$ cat config.mk
export PLATFORM = sky130hd
export DESIGN_NAME = seq_divider
export DESIGN_NICKNAME = d
export VERILOG_FILES = /design/src/rtl/seq_divider.sv
export SDC_FILE = /design/constraint.sdc
export NUM_CORES = 1
export LEC_CHECK = 0
export BUFFER_PORTS_ARGS = -buffer_cell sky130_fd_sc_hd__buf_2
export CAP_MARGIN = 20
export CORE_MARGIN = 5
export CORE_UTILIZATION = 30
export CTS_BUF_LIST = sky130_fd_sc_hd__clkbuf_4
export CTS_CLUSTER_DIAMETER = 50
export DETAILED_ROUTE_END_ITERATION = 10
export MAX_ROUTING_LAYER = met4
export PLACE_DENSITY_LB_ADDON = 0.08
export SYNTH_ARGS = -nofsm -noshare
export SYNTH_HDL_FRONTEND = slang
export SYNTH_SLANG_ARGS = --single-unit
export TNS_END_PERCENT = 5
$ cat constraint.sdc
create_clock -name clk -period 8.6 [get_ports clk]
set_clock_uncertainty 0.05 [all_clocks]
set_input_delay 0.86 -clock clk [delete_from_list [all_inputs] [get_ports clk]]
set_output_delay 0.86 -clock clk [all_outputs]
set_load 0.005 [all_outputs]
$ cat src/rtl/seq_divider.sv
`default_nettype none
// ============================================================================
// Module      : seq_divider
// Description : Sequential unsigned restoring divider. Computes
//               Q = floor(A/B) and R = A mod B over W iterations, one
//               shift-and-subtract step per clock, using a (W+1)-bit
//               ripple-carry subtractor for the trial subtraction.
//               Divide-by-zero is answered immediately with Q = all ones,
//               R = A and dbz = 1.
// Ports       : clk    - rising-edge clock
//               rst_n  - synchronous, active-low reset
//               start  - request pulse, sampled only while idle
//               A, B   - dividend / divisor, sampled on the accepting edge
//               busy   - high while iterating
//               done   - one-cycle pulse; Q, R, dbz valid from here on
//               Q, R   - quotient / remainder
//               dbz    - divide-by-zero flag of the last completed operation
// Revision    : 1.0 - initial release
// ============================================================================
module seq_divider #(
    parameter int W = 16
) (
    input  logic         clk,
    input  logic         rst_n,
    input  logic         start,
    input  logic [W-1:0] A,
    input  logic [W-1:0] B,
    output logic         busy,
    output logic         done,
    output logic [W-1:0] Q,
    output logic [W-1:0] R,
    output logic         dbz
);

    localparam int            CW     = $clog2(W);
    localparam logic [CW-1:0] C_LAST = CW'(W - 1);

    localparam logic [1:0] S_IDLE = 2'd0;
    localparam logic [1:0] S_CALC = 2'd1;
    localparam logic [1:0] S_DONE = 2'd2;

    logic [1:0]    r_state;
    logic [1:0]    w_next;

    // Quotient shift register: holds the dividend at start, the quotient
    // bits shift in from the right as the dividend bits shift out the left.
    logic [W-1:0]  r_q;
    // Partial remainder. After every restoring step its top bit is zero,
    // so only the low W bits are kept.
    logic [W-1:0]  r_p;
    logic [W-1:0]  r_b;
    logic [CW-1:0] r_cnt;
    logic          r_dbz;

    logic [W:0]    w_ps;      // {P,Q} shifted left: new P, W+1 bits wide
    logic [W:0]    w_nb;      // one's complement of {0,B}
    logic [W:0]    w_t;       // trial difference P_shifted - {0,B}
    logic          w_b_zero;
    logic          w_last;

    assign w_ps     = {r_p, r_q[W-1]};
    assign w_nb     = ~{1'b0, r_b};
    assign w_b_zero = (B == '0);
    assign w_last   = (r_cnt == C_LAST);

    // Ripple-carry adder in subtract mode: P_shifted + ~{0,B} + 1.
    // A negative result shows up as w_t[W] = 1.
    always_comb begin : p_ripple_sub
        logic carry;
        w_t   = '0;
        carry = 1'b1;
        for (int i = 0; i <= W; i++) begin
            w_t[i] = w_ps[i] ^ w_nb[i] ^ carry;
            carry  = (w_ps[i] & w_nb[i]) | (carry & (w_ps[i] ^ w_nb[i]));
        end
    end

    // ------------------------------------------------------------------
    // FSM: state register
    // ------------------------------------------------------------------
    always_ff @(posedge clk) begin
        if (!rst_n) begin
            r_state <= S_IDLE;
        end else begin
            r_state <= w_next;
        end
    end

    // ------------------------------------------------------------------
    // FSM: next-state logic
    // ------------------------------------------------------------------
    always_comb begin
        w_next = r_state;
        case (r_state)
            S_IDLE: begin
                if (start) begin
                    w_next = w_b_zero ? S_DONE : S_CALC;
                end
            end
            S_CALC: begin
                if (w_last) begin
                    w_next = S_DONE;
                end
            end
            S_DONE:  w_next = S_IDLE;
            default: w_next = S_IDLE;
        endcase
    end

    // ------------------------------------------------------------------
    // FSM: outputs
    // ------------------------------------------------------------------
    always_comb begin
        busy = 1'b0;
        done = 1'b0;
        case (r_state)
            S_CALC:  busy = 1'b1;
            S_DONE:  done = 1'b1;
            default: ;
        endcase
    end

    // ------------------------------------------------------------------
    // Datapath
    // ------------------------------------------------------------------
    always_ff @(posedge clk) begin
        if (!rst_n) begin
            r_q   <= '0;
            r_p   <= '0;
            r_b   <= '0;
            r_cnt <= '0;
            r_dbz <= 1'b0;
        end else begin
            case (r_state)
                S_IDLE: begin
                    if (start) begin
                        if (w_b_zero) begin
                            // Answered without iterating.
                            r_q   <= '1;
                            r_p   <= A;
                            r_dbz <= 1'b1;
                        end else begin
                            r_q   <= A;
                            r_b   <= B;
                            r_p   <= '0;
                            r_cnt <= '0;
                            r_dbz <= 1'b0;
                        end
                    end
                end
                S_CALC: begin
                    r_cnt <= r_cnt + 1'b1;
                    if (!w_t[W]) begin
                        r_p <= w_t[W-1:0];
                        r_q <= {r_q[W-2:0], 1'b1};
                    end else begin
                        // Restore: keep the shifted remainder.
                        r_p <= w_ps[W-1:0];
                        r_q <= {r_q[W-2:0], 1'b0};
                    end
                end
                default: ;
            endcase
        end
    end

    assign Q   = r_q;
    assign R   = r_p;
    assign dbz = r_dbz;

endmodule
`default_nettype wire

==> impl_metrics.py <==
metrics = {
    "outcome": {
        "outcome": "completed",
    },
    "worst_hold_path": {
        "hp-class": "register to register",
    },
    "global_route": {
        "met3_usage_pct": 2.90,
        "grt_busiest_layer": "met2",
        "grt-ovfl-total": 0,
        "grt_max_degree": 67,
        "grt_pass1_vias": 2585,
        "met2_usage_pct": 22.6,
        "track_usage_pct": 15.1,
        "grt_pass1_wl_mm": 13.5,
        "use_met1_pct": 20.9,
        "antenna_found_initial": 0,
    },
    "route": {
        "drc_errors": 0,
        "routed_wl_mm": 8.43,
        "firstDrtPassIters": 4,
        "ant_nets": 0,
        "vias_per_cell": 4.96,
        "wire_per_inst_microns": 15.8,
        "vias": 2653,
        "drtIter0Drc": 126,
    },
    "sta": {
        "period_minus_slack_ns": 7.47,
        "min_period_over_period_pct": 86.9,
        "relSlewSlack_pct": 49.4,
        "tns_ns": 0,
        "setup_viol": 0,
        "tightest_slew_ns": 0.755,
        "final_hold_viol_count": 0,
        "rsz0062_at_grt": "false",
        "slew_violations": 0,
        "fmax_mhz": 134,
    },
    "setup_path": {
        "arrival_ns": 7.67,
        "setup.worst_path.end": "R[5]$_SDFFE_PN0P_",
        "worst-endpoint-required_ns": 8.80,
        "r2r_slack_ns": 1.13,
        "worstSetupPathType": "register to register",
        "r2r_start": "Q[15]$_SDFFE_PN0P_",
        "reg2reg_to": "R[5]$_SDFFE_PN0P_",
        "cp_max_fo": 17,
        "r2r_cells": 25,
        "cp-end-kind": "register",
        "crit_start": "Q[15]$_SDFFE_PN0P_",
        "cp-start-kind": "register",
    },
    "synth": {
        "avgSynthCellArea_sq_um": 8.41,
        "syn_area_sq_um": 2920,
        "yosysWarnings": 0,
        "synthXorXnorAreaFrac_pct": 0.600,
        "synthMuxAreaShare_pct": 6.65,
        "synthAdderAreaFrac_pct": 11.1,
        "ys_seq_area_share_pct": 37.7,
        "synth_simple_gate_area_share_pct": 16.8,
        "ys.flop_type": "dfxtp_1",
        "syn_nets": 399,
        "synth_top_family_by_area": "compound AO/OA/AOI/OAI gates",
        "synth-compound-area-share_pct": 19.2,
        "synth.distinct_cells": 35,
        "ys_seq_elements": 55,
        "synthCells": 347,
        "synth-edff-count": 0,
        "async_reset_ff_share_pct": 0,
    },
    "finish": {
        "area_delta_synth_final_pct": 17.2,
        "antenna_cells": 0,
        "layout.nets": 453,
        "stdcell_area_sq_um": 3420,
        "layout-drive-gt1-share_pct": 22.4,
    },
    "pwr": {
        "p_leak_uw": 0.00141,
        "power_density_nw_per_um2": 182,
        "ir_drop_uv": 67.9,
    },
    "die": {
        "io_pins": 70,
        "die_x_microns": 109,
        "start_util_pct": 30.3,
        "die-area_sq_um": 11800,
        "row_count": 36,
        "die_y_microns": 109,
        "coreArea_sq_um": 9640,
    },
    "clocking": {
        "clkTransAtPathRegs_ns": 0.16,
        "clockBufferDepth": 2,
        "clock-sinks": 55,
        "cts_buffers": 5,
        "clk_latency_ns": 0.39,
        "hold_buffers": 0,
        "cts_tree": "built",
        "post_cts_buffers": 0,
        "cts-root-buf": "clkbuf_4",
        "ctsHtreeMaxLevel": 2,
        "cts_resized": 0,
    },
    "placed_design": {
        "gp_congestion": 0.761,
        "dp_hpwl_mm": 6.08,
        "portBuffers": 69,
        "placed_area_sq_um": 3340,
    },
    "flow_run": {
        "drv_cap": 0,
    },
}
==> routing by layer <==
metal  share of wire [%]  up-vias
li1                    -     1310
met1                  48     1265
met2                  45       68
met3                 5.8       10
met4                 1.6        0
met5                   0        -
==> registers in the layout (all words and copies together), names as in the netlist <==
name	cells
Q	16
R	16
dbz	1
r_b	16
r_cnt	4
r_state	2
==> cells by family (layout without fill, tap and decap cells) <==
logic type,Yosys count,after routing
and+or+nand+nor,113,113
AOI/OAI and AO/OA,91,91
DFF,55,55
buffers and inverters,50,105
muxes,19,19
adders and majority gates,17,17
xor gates and xnor gates,2,2
==> Yosys cell counts, types with 3 or more instances <==
| library cell | instances | share of area (%) |
|---|---|---|
| a31oi_1 | 31 | 6.6 |
| nor4_1 | 4 | 0.86 |
| dfxtp_1 | 55 | 38 |
| buf_2 | 8 | 1.4 |
| mux2i_1 | 16 | 5.5 |
| nor2_1 | 4 | 0.51 |
| o211ai_1 | 13 | 3.3 |
| fa_1 | 15 | 10 |
| nand3_1 | 19 | 3.3 |
| clkbuf_1 | 15 | 1.9 |
| o21ai_0 | 33 | 5.7 |
| mux2_2 | 3 | 1.2 |
| nand2_1 | 77 | 9.9 |
| a21oi_1 | 6 | 1.0 |
| inv_1 | 21 | 2.7 |
==> through the flow <==
step | util, % | power (uW) | cells | setup WS, ns | hold slack, ns
after CTS | 35.5 | 635 | 535 | 1.06 | 0.430
after global routing | 35.5 | 670 | 535 | 0.788 | 0.466
final | 35.5 | 622 | 535 | 1.13 | 0.424
after detailed placement | 34.7 | 484 | 527 | 1.11 | 0.401
after floorplan | - | 424 | 347 | 1.67 | 0.385
after global placement | 34.5 | 483 | 526 | 1.21 | 0.399
==> cell usage in the layout, fill, tap and decap left out, types with 2 or more instances in the layout <==
master	n
nor2_1	3
o21ai_0	33
nor4_1	4
a31oi_1	31
ha_1	2
clkbuf_4	5
dfxtp_1	55
a21oi_1	6
mux2_2	3
inv_1	21
nand3b_1	2
buf_2	69
nand2_1	77
nand3_1	19
mux2i_1	16
o211ai_1	13
fa_1	15
buf_4	5
a221oi_1	2
a22oi_1	2
==> worst max-delay path: stages, from the launching register on <==
cell and delay (ns):
dfxtp_1 0.41, inv_1 0.06, ha_1 0.20, fa_1 0.38, fa_1 0.38, fa_1 0.36, inv_1 0.07, fa_1 0.17
fa_1 0.16, inv_1 0.05, fa_1 0.37, fa_1 0.39, fa_1 0.38, fa_1 0.39, fa_1 0.39, fa_1 0.39
fa_1 0.36, inv_1 0.10, fa_1 0.18, inv_1 0.06, fa_1 0.38, fa_1 0.41, xnor2_2 0.61, mux2_2 0.41
a21oi_1 0.15, a221oi_1 0.09
==> report_power, final <==
group	internal, uW	switching, uW	total [uW]
clock network	60.0	87.7	148
registers	277	20.6	297
logic	76.0	101	177
total	413	209	622
==> worst min path at each step <==
stage | from | to | slack (ns) | cells after the start
after floorplan | r_b[13]$_SDFFE_PN0P_ | r_b[13]$_SDFFE_PN0P_ | 0.38 | 2
after global placement | r_b[5]$_SDFFE_PN0P_ | r_b[5]$_SDFFE_PN0P_ | 0.40 | 2
after detailed placement | r_b[5]$_SDFFE_PN0P_ | r_b[5]$_SDFFE_PN0P_ | 0.40 | 2
after CTS | r_b[13]$_SDFFE_PN0P_ | r_b[13]$_SDFFE_PN0P_ | 0.43 | 2
after global routing | r_b[4]$_SDFFE_PN0P_ | r_b[4]$_SDFFE_PN0P_ | 0.47 | 2
final | r_b[13]$_SDFFE_PN0P_ | r_b[13]$_SDFFE_PN0P_ | 0.42 | 2
==> final cells by class <==
cell class	count	area [sq um]
Multi-Input combinational cell	242	1600
Timing Repair Buffer	75	398
Inverter	22	82.6
Sequential cell	55	1100
Clock buffer	5	37.5
Fill cell	1048	6220
Clock inverter	3	38.8
Tap cell	133	166
Power figures use the tool's default switching activity.
